<file path="src/rtl/adc_pkg.sv">
// ----------------------------------------------------------------------------
// adc_pkg
// Shared constants and helpers for the ADC capture front end.
//   ADC_WIDTH        : default sample width in bits (two's complement samples)
//   max_pos_code(w)  : most-positive two's complement code for a w-bit sample
//   max_neg_code(w)  : most-negative two's complement code for a w-bit sample
// Both helpers return a 32-bit pattern; callers truncate to their width.
// ----------------------------------------------------------------------------
package adc_pkg;

    localparam int ADC_WIDTH = 10;

    // 0 followed by all ones, e.g. 0x1FF for width 10.
    function automatic logic [31:0] max_pos_code(input int width);
        return (32'd1 << (width - 1)) - 32'd1;
    endfunction

    // 1 followed by all zeros, e.g. 0x200 for width 10.
    function automatic logic [31:0] max_neg_code(input int width);
        return 32'd1 << (width - 1);
    endfunction

endpackage

</file>
<file path="src/rtl/adc_clk_sync.sv">
// ----------------------------------------------------------------------------
// adc_clk_sync
// Brings a slow, free-running clock-like signal into the clk domain as data
// and emits a one-cycle pulse for each low-to-high transition.
//   Parameters : RESET_VAL - value loaded into both sync stages and history
//   clk        : input  - system clock
//   rst        : input  - synchronous, active-high reset
//   async_in   : input  - asynchronous level to synchronise (adc_clk)
//   sync_out   : output - synchronised level (sync stage 2)
//   rise_pulse : output - registered one-cycle pulse on a detected rising edge
// ----------------------------------------------------------------------------
module adc_clk_sync
    import adc_pkg::*;
#(
    parameter logic RESET_VAL = 1'b1
) (
    input  logic clk,
    input  logic rst,
    input  logic async_in,
    output logic sync_out,
    output logic rise_pulse
);

    logic sync_1;
    logic sync_2;
    logic history;

    // NOTE: every register here uses non-blocking assignment so the three
    // stages shift as a chain in one edge instead of collapsing into one flop.
    always_ff @(posedge clk) begin
        if (rst) begin
            // NOTE: resetting the chain to 1 means an input that is already
            // high at reset release looks like "no change", not a rising edge.
            sync_1     <= RESET_VAL;
            sync_2     <= RESET_VAL;
            history    <= RESET_VAL;
            rise_pulse <= 1'b0;
        end else begin
            sync_1     <= async_in;
            sync_2     <= sync_1;
            history    <= sync_2;
            rise_pulse <= sync_2 & ~history;
        end
    end

    assign sync_out = sync_2;

endmodule

</file>
<file path="src/rtl/adc_interface.sv">
// ----------------------------------------------------------------------------
// adc_interface
// Captures samples from a parallel ADC. adc_clk is sampled as data; on each
// detected rising edge one sample is registered onto data_out together with a
// single-cycle data_valid strobe. A sticky overflow flag records any captured
// sample at the most-positive or most-negative code.
//
// Build option: define ADC_INTERFACE_OFFSET_BINARY_EN when the converter
// produces offset-binary codes; the MSB is then inverted at capture so that
// data_out (and clip detection) always see two's complement.
//
// Ports
//   clk           : input               - system clock
//   rst           : input               - synchronous, active-high reset
//   adc_data      : input  [ADC_WIDTH]  - raw ADC bus (asynchronous)
//   adc_clk       : input               - ADC sample clock, treated as data
//   data_out      : output [ADC_WIDTH]  - captured sample, two's complement
//   data_valid    : output              - one-cycle strobe, data_out updated
//   overflow_flag : output              - sticky clip indicator, cleared by rst
// ----------------------------------------------------------------------------
module adc_interface
    import adc_pkg::*;
#(
    parameter int ADC_WIDTH = adc_pkg::ADC_WIDTH
) (
    input  logic                 clk,
    input  logic                 rst,
    input  logic [ADC_WIDTH-1:0] adc_data,
    input  logic                 adc_clk,
    output logic [ADC_WIDTH-1:0] data_out,
    output logic                 data_valid,
    output logic                 overflow_flag
);

    localparam logic [ADC_WIDTH-1:0] MAX_POS = ADC_WIDTH'(max_pos_code(ADC_WIDTH));
    localparam logic [ADC_WIDTH-1:0] MAX_NEG = ADC_WIDTH'(max_neg_code(ADC_WIDTH));

    logic                 adc_clk_sync_level;
    logic                 adc_rise;
    logic [ADC_WIDTH-1:0] data_s1;
    logic [ADC_WIDTH-1:0] data_s2;
    logic [ADC_WIDTH-1:0] capture_value;
    logic                 capture_clip;

    adc_clk_sync #(
        .RESET_VAL (1'b1)
    ) u_adc_clk_sync (
        .clk        (clk),
        .rst        (rst),
        .async_in   (adc_clk),
        .sync_out   (adc_clk_sync_level),
        .rise_pulse (adc_rise)
    );

    // Two data stages run alongside the two synchroniser stages. The bus is
    // stable for a whole ADC period, so stage 2 still holds the sample when
    // the registered edge pulse arrives one cycle later.
    always_ff @(posedge clk) begin
        if (rst) begin
            data_s1 <= '0;
            data_s2 <= '0;
        end else begin
            data_s1 <= adc_data;
            data_s2 <= data_s1;
        end
    end

    // NOTE: every output of this block gets a default first, so no path
    // leaves it unassigned and no latch is inferred.
    always_comb begin
        capture_value = data_s2;
`ifdef ADC_INTERFACE_OFFSET_BINARY_EN
        // Offset binary to two's complement: invert the sign bit.
        capture_value[ADC_WIDTH-1] = ~data_s2[ADC_WIDTH-1];
`endif
        capture_clip = (capture_value == MAX_POS) || (capture_value == MAX_NEG);
    end

    always_ff @(posedge clk) begin
        if (rst) begin
            data_out      <= '0;
            data_valid    <= 1'b0;
            overflow_flag <= 1'b0;
        end else begin
            data_valid <= adc_rise;
            if (adc_rise) begin
                data_out <= capture_value;
                // Sticky: only ever set here, only rst clears it.
                if (capture_clip) begin
                    overflow_flag <= 1'b1;
                end
            end
        end
    end

endmodule

</file>
<file path="config.mk">
export PLATFORM = sky130hd
export DESIGN_NAME = adc_interface
export DESIGN_NICKNAME = d
export VERILOG_FILES = /design/src/rtl/adc_pkg.sv /design/src/rtl/adc_clk_sync.sv /design/src/rtl/adc_interface.sv
export SDC_FILE = /design/constraint.sdc
export NUM_CORES = 1
export LEC_CHECK = 0
export CAP_MARGIN = 20
export CORE_MARGIN = 10
export CORE_UTILIZATION = 54
export CTS_BUF_LIST = sky130_fd_sc_hd__clkbuf_8
export CTS_CLUSTER_DIAMETER = 50
export DETAILED_ROUTE_END_ITERATION = 16
export MAX_ROUTING_LAYER = met4
export PLACE_DENSITY = 0.85
export SLEW_MARGIN = 20
export SYNTH_ARGS = -nofsm -noshare
export SYNTH_HDL_FRONTEND = slang
export SYNTH_SLANG_ARGS = --single-unit
</file>
<file path="constraint.sdc">
create_clock -name clk -period 2.4 [get_ports clk]
set_input_delay 0.24 -clock clk [delete_from_list [all_inputs] [get_ports clk]]
set_output_delay 0.24 -clock clk [all_outputs]
set_load 0.005 [all_outputs]
</file>
# After elaboration in Yosys (flattened, before gate mapping)
# Cells that the tools add are included.
[op_classes] eq_ne=2 bitwise_logic=2 reduce_logical=2
[op_table] op="$eq 10x10->1 const B" count=1
[op_table] op="$eq 10x9->1 const B" count=1
[op_table] op="$reduce_and 2->1" count=1
[op_table] op="$and 1x1->1" count=1
[op_table] op="$logic_or 1x1->1" count=1
[op_table] op="$not 1->1" count=1
[totals] reg_bits=36 input_bits=13 out_inout_bits=12

# Depth between registers and ports, before layout
# Gate-level depths: netlist of run 1.
[logic_depth] ltp_word=3 ltp_mapped=3

# By module
# From an unflattened synthesis of run 1, not the netlist that was laid out.
[hier_totals] cells_unflattened=94 hier_area_um2=1101.1
[modules_own_cells] module="adc_interface" n_inst=1 cells_each=86 area_each_um2=994.7 seq_area_each_um2=640.6
[modules_own_cells] module="adc_clk_sync" n_inst=1 cells_each=8 area_each_um2=106.4 seq_area_each_um2=80.1

# Worst setup path before layout of run 1
# OpenSTA, ideal clock, no wires.
[synth_path] path_kind="reg2reg" startpoint="register data_s2[0] (netlist: capture_value[0])" endpoint="register overflow_flag" setup_ns=0.087 arrival_ns=0.751 required_ns=2.313 path_slack_ns=1.562 stages_incl_launch_ff=4 period_less_slack_ns=0.838 cell_sequence="dfxtp_1 nor4_1 a41oi_1 o31ai_1"
[synth_between] elab_chain_len=3 word_cells_on_any_way=4 cone_classes="2 x eq/ne; 2 x reduce/logical"
[synth_lines] item="start, declared" line_no="adc_interface.sv:41" source="logic [ADC_WIDTH-1:0] data_s2;"
[synth_lines] item="start signal, assigned" line_no="adc_interface.sv:64" source="data_s2 <= data_s1;"
[synth_lines] item="$eq 10x9->1 or $eq 10x10->1 (tied branches)" line_no="adc_interface.sv:76" source="capture_clip = (capture_value == MAX_POS) || (capture_value == MAX_NEG);"
[synth_lines] item="$logic_or 1x1->1 *" line_no="adc_interface.sv:76"
[synth_lines] item="$reduce_and 2->1 (no source line) *"
[synth_lines] item="end signal, assigned" line_no="adc_interface.sv:83" source="overflow_flag <= 1'b0;"
[synth_lines] item="end signal, assigned" line_no="adc_interface.sv:90" source="overflow_flag <= 1'b1;"
[synth_lines] item="end, declared" line_no="adc_interface.sv:32" source="output logic overflow_flag"
# Every way passes the cells marked *; elsewhere a longest branch is shown, timed or not.
# A chain may end at the register's enable or synchronous reset.

# Worst setup path in the final report of run 1
[layout_path] startpoint="register u_adc_clk_sync.rise_pulse" endpoint="register overflow_flag"
[layout_between] elab_chain_len=1
[layout_lines] item="start, declared" line_no="adc_clk_sync.sv:21" source="output logic rise_pulse"
[layout_lines] item="start signal, assigned" line_no="adc_clk_sync.sv:42" source="rise_pulse <= sync_2 & ~history;"
[layout_lines] item="$reduce_and 2->1 (no source line)"
# No other way between the ends.

==> results.yml, run 1 <==
run_status:
  status: "finished clean"
clock_network:
  clk_pin_slew_worst_paths_ns: 0.07
  cts-root-buf: "clkbuf_8"
  hold_buffers: 0
  htreeDepth: 2
  cts_setup_buffers: 0
  tritoncts: "done"
  clock_latency_ns: 0.27
  cts_resized: 0
  numCtsBuffers: 5
  clockBufferDepth: 2
  cts_sinks: 36
sta:
  setup_viol: 0
  slew_headroom_pct: 61.3
  setup_tns_ns: 0
  fin_crit_ns: 1.40
  skew_ns: 0.00338
  worst_hold_slack_ns: 0.390
  worstMarginPinSlew_ns: 0.578
  setup_ws_ns: 0.999
  drv_slew: 0
  fmax_ghz: 0.714
  rsz0062_at_grt: "false"
  period_share_pct: 58.4
  finalHoldViolations: 0
drt:
  drc: 0
  finalWirelength_mm: 1.86
  drt-initial-drc-count: 11
  vias: 709
  ant_nets: 0
  wl_per_cell_um: 12.3
  via_per_inst: 4.70
  dr.pass1.iters: 4
die:
  pin_count: 25
  dieArea_mm2: 0.00425
  core_area_mm2: 0.00196
  num_rows: 16
  start_util_pct: 56.2
  die_w_um: 65.2
  die_h_um: 65.2
global_routing:
  globalRoute.totalOverflow: 0
  grt_use_total_pct: 9.36
  first_global_vias: 684
  grt_pass1_wl_mm: 2.95
  antenna_found_initial: 0
  grt_max_degree: 20
hold_path:
  hp-start: "u_adc_clk_sync.history"
  hp-class: "reg -> reg"
critical_path:
  rr_startpoint: "u_adc_clk_sync.rise_pulse"
  setup.worst_path.class: "reg -> reg"
  required_ns: 2.59
  crit_start: "u_adc_clk_sync.rise_pulse"
  startpoint_type: "register"
  critPathCaptureType: "register"
  crit_fanout: 11
  cp.arrival_ns: 1.59
synthesis:
  syn_nets: 107
  synthArstFlopShare_pct: 0
  synthMostInstantiatedCell: "dfxtp_1"
  yosysUniqueCellTypes: 15
  netlist_area_mm2: 0.00110
  synthTopCellsByCount: "dfxtp_1 (36), nor2b_1 (21), mux2i_1 (10), nor2_1 (10)"
  yosysTopAreaCellShare_pct: 65.3
  synth_area_leaders: "dfxtp_1 (65%), nor2b_1 (12%), mux2i_1 (9.1%)"
  synth.ff_latch_count: 36
  synth_edf_count: 0
  syn_area_per_cell_um2: 11.7
  yosys_most_used_dff: "dfxtp_1"
  synth_top_area_cell: "dfxtp_1"
  ys_seq_area_share_pct: 65.3
  yosysWarningCount: 0
  syn_inst: 94
finish:
  nNetsFinal: 136
  area_growth_pct: 32.5
  antenna_cells: 0
  stdcell_count: 151
  drive_above_1_share_pct: 11.3
placement:
  globalplace.congestion: 0.781
  place_ws_ns: 0.751
  placed_cells: 143
  portBuffers: 24
power_and_ir_drop:
  p_leak_nw: 0.541
  irDropWorstVdd_mv: 0.617
  p_per_area_mw_per_mm2: 748
run:
  cap_violations: 0
[worst max-delay path, stage by stage, from the launching register on]
cell	delay, ns
dfxtp_1	0.69
nor2b_2	0.29
nand3b_1	0.10
o31ai_1	0.24
[logic make-up after synthesis]
kind of cell	share of synthesized area (%)
buffers and inverters	2.04
flip-flops	65.3
multiplexers	9.07
AND/OR/NAND/NOR	22.1
AO/OA/AOI/OAI	1.47
[registers in the layout, summed over array words and instances, names as in the netlist]
signal	cells
data_out	10
data_valid	1
data_s1	10
u_adc_clk_sync.sync_out	1
u_adc_clk_sync.history	1
u_adc_clk_sync.rise_pulse	1
overflow_flag	1
capture_value	10
u_adc_clk_sync.sync_1	1
[per-stage QoR]
step | util [%] | instance area [um^2] | power, mW
6_report | 74.6 | 1460 | 1.09
5_1_grt | 74.6 | 1460 | 1.13
4_1_cts | 74.6 | 1460 | 1.10
3_5_place_dp | 69.8 | 1370 | 0.688
3_3_place_gp | 69.8 | 1370 | 0.686
2_1_floorplan | - | 1100 | 0.660
[cells in the final DEF (no fill, tap or decap)]
cell	Yosys	routed
dfxtp_1	36	36
clkdlybuf4s50_1	0	24
nor2b_1	21	21
mux2i_1	10	10
nor2_1	10	10
clkbuf_8	0	6
or2_2	3	3
nand4_1	2	2
nor4_1	2	2
clkinv_2	0	2
buf_4	1	2
nor2b_2	1	1
nand3b_1	1	1
a41oi_1	1	1
o31ai_1	1	1
nor3b_1	1	1
and2b_1	1	1
[final timing paths]
| kind | end | slack [ns] | cells after the start |
|---|---|---|---|
| max | overflow_flag | 1.0 | 3 |
| min | u_adc_clk_sync.rise_pulse | 0.39 | 1 |
| max reg2reg | overflow_flag | 1.0 | 3 |
| min reg2reg | u_adc_clk_sync.rise_pulse | 0.39 | 1 |
[power by group]
part	internal, mW	total, mW	switching [mW]
combinational	0.0333	0.0490	0.0157
clock	0.228	0.419	0.191
sequential	0.616	0.625	0.00907
total	0.878	1.09	0.216
[layer usage]
metal	global-route usage [%]	vias to the layer above	routed length (um)
li1	-	364	-
met1	9.07	308	823
met2	13.2	31	873
met3	6.10	6	129
met4	6.95	0	33
met5	-	-	0
[area by class of cell]
class	count	area [um^2]
clock buffers	6	82.6
repair buffers	26	255
multi-input cells	54	360
flip-flops and latches	36	721
well taps	27	33.8
fillers	158	499
clock inverters	2	10.0
Note: power is estimated with default switching activity, not from simulation.
==> inputs of run 2 (changes only) <==
--- a/config.mk
+++ b/config.mk
@@ -7,12 +7,12 @@
 export LEC_CHECK = 0
 export CAP_MARGIN = 20
 export CORE_MARGIN = 10
-export CORE_UTILIZATION = 54
+export CORE_UTILIZATION = 50
 export CTS_BUF_LIST = sky130_fd_sc_hd__clkbuf_8
 export CTS_CLUSTER_DIAMETER = 50
 export DETAILED_ROUTE_END_ITERATION = 16
 export MAX_ROUTING_LAYER = met4
-export PLACE_DENSITY = 0.85
+export PLACE_DENSITY = 0.8
 export SLEW_MARGIN = 20
 export SYNTH_ARGS = -nofsm -noshare
 export SYNTH_HDL_FRONTEND = slang
==> constraint.sdc (replaced) <==
create_clock -name clk -period 1.44 [get_ports clk]
set_input_delay 0.144 -clock clk [delete_from_list [all_inputs] [get_ports clk]]
set_output_delay 0.144 -clock clk [all_outputs]
set_load 0.005 [all_outputs]
==> results.yml, run 2 (synthesized netlist as in run 1, its figures left out) <==
drt:
  drc: 0
  dr.pass1.iters: 2
  finalWirelength_mm: 1.68
  drt-initial-drc-count: 3
  via_per_inst: 4.58
  vias: 696
  ant_nets: 0
  wl_per_cell_um: 11.1
global_routing:
  first_global_vias: 699
  antenna_found_initial: 0
  globalRoute.totalOverflow: 0
  grt_use_total_pct: 8.88
  grt_max_degree: 19
  grt_pass1_wl_mm: 2.84
critical_path:
  reg2reg_slack_ns: 0.40
  critPathCaptureType: "output pin"
  cp.arrival_ns: 1.12
  max_stage_delay_ns: 0.51
  required_ns: 1.30
  reg2reg_to: "overflow_flag"
  rr_startpoint: "u_adc_clk_sync.rise_pulse"
  startpoint_type: "register"
  ff2ff_path_depth: 3
  setup.worst_path.class: "reg -> out"
  crit_fanout: 2
  crit_slowest_cell: "clkdlybuf4s50_1"
  crit_cells: 1
  crit_buf_inv: 1
  cp_cell_sequence: "clkdlybuf4s50_1"
  crit_family: "buffers and inverters"
clock_network:
  clock_latency_ns: 0.28
  cts_sinks: 36
  numCtsBuffers: 5
  hold_buffers: 0
  tritoncts: "done"
  clk_pin_slew_worst_paths_ns: 0.06
  cts_resized: 0
  htreeDepth: 2
  clockBufferDepth: 2
  cts-root-buf: "clkbuf_8"
  cts_setup_buffers: 0
finish:
  layout_commonest_cell: "dfxtp_1"
  drive_above_1_share_pct: 12.0
  area_growth_pct: 33.2
  final_cell_mix: "dfxtp_1 (36), clkdlybuf4s50_1 (24), nor2b_1 (21)"
  antenna_cells: 0
  nNetsFinal: 137
power_and_ir_drop:
  irDropWorstVdd_mv: 0.879
  p_per_area_mw_per_mm2: 1240
  p_leak_nw: 0.547
sta:
  period_share_pct: 87.9
  setup_tns_ns: 0
  setup_viol: 0
  skew_ns: 0.00224
  finalHoldViolations: 0
  worstMarginPinSlew_ns: 0.262
  fin_crit_ns: 1.27
  setup_ws_ns: 0.174
  fmax_ghz: 0.790
  drv_slew: 0
  rsz0062_at_grt: "false"
  slew_headroom_pct: 82.4
run:
  cap_violations: 0
placement:
  globalplace.congestion: 0.794
  dp_hpwl_mm: 1.27
  place_ws_ns: 0.178
  portBuffers: 24
hold_path:
  hold_depth: 2
  hp-class: "in -> reg"
  min_to: "data_s1[1]"
  hp-start: "adc_data[1]"
die:
  num_rows: 16
  start_util_pct: 54.6
  core_area_mm2: 0.00202
  dieArea_mm2: 0.00449
  die_w_um: 67.0
  die_h_um: 67.0
  pin_count: 25
run_status:
  status: "finished clean"
==> run 2: changes by cell type in the layout (fill, tap and decap cells not counted) <==
cell / before / now
buf_4: 2 / 3
==> run 2: worst max path at each step <==
stage	start	to	slack, ns
after floorplan	capture_value[0]	overflow_flag	0.60
after global placement	rst	u_adc_clk_sync.sync_out	0.19
after detailed placement	rst	u_adc_clk_sync.sync_1	0.18
after CTS	data_out[7]	data_out[7]	0.15
after global routing	data_out[0]	data_out[0]	0.11
final	data_out[7]	data_out[7]	0.17
==> run 2: layout make-up <==
cell class,count,area (um^2)
clock buffers,6,82.6
clock inverters,2,10.0
fillers,146,552
multi-input cells,54,360
flip-flops and latches,36,721
well taps,27,33.8
repair buffers,27,263
==> run 2: where the power goes <==
group	internal, mW	total, mW	switching, mW
clock	0.381	0.694	0.313
sequential	1.03	1.04	0.0133
combinational	0.0559	0.0829	0.0270
total	1.46	1.82	0.353
==> run 2: through the flow <==
step	instances	total power [mW]	utilization [%]	cell area (um^2)	hold WS, ns
final	152	1.82	72.7	1470	0.414
after global routing	152	1.90	72.7	1470	0.409
after CTS	152	1.84	72.7	1470	0.408
after detailed placement	144	1.15	68.1	1380	0.406
after global placement	144	1.14	68.1	1380	0.379
after floorplan	94	1.10	-	1100	0.216
==> run 2: routing by layer <==
layer  part of all wire (%)  wire length (um)  vias to the layer above  GRT usage [%]
met3                    8.1               136                        7           4.85
met1                     46               772                      300           8.74
met4                    2.5                42                        0           6.92
li1                       -                 -                      364              -
met2                     44               733                       25           12.8
met5                      0                 0                        -              -
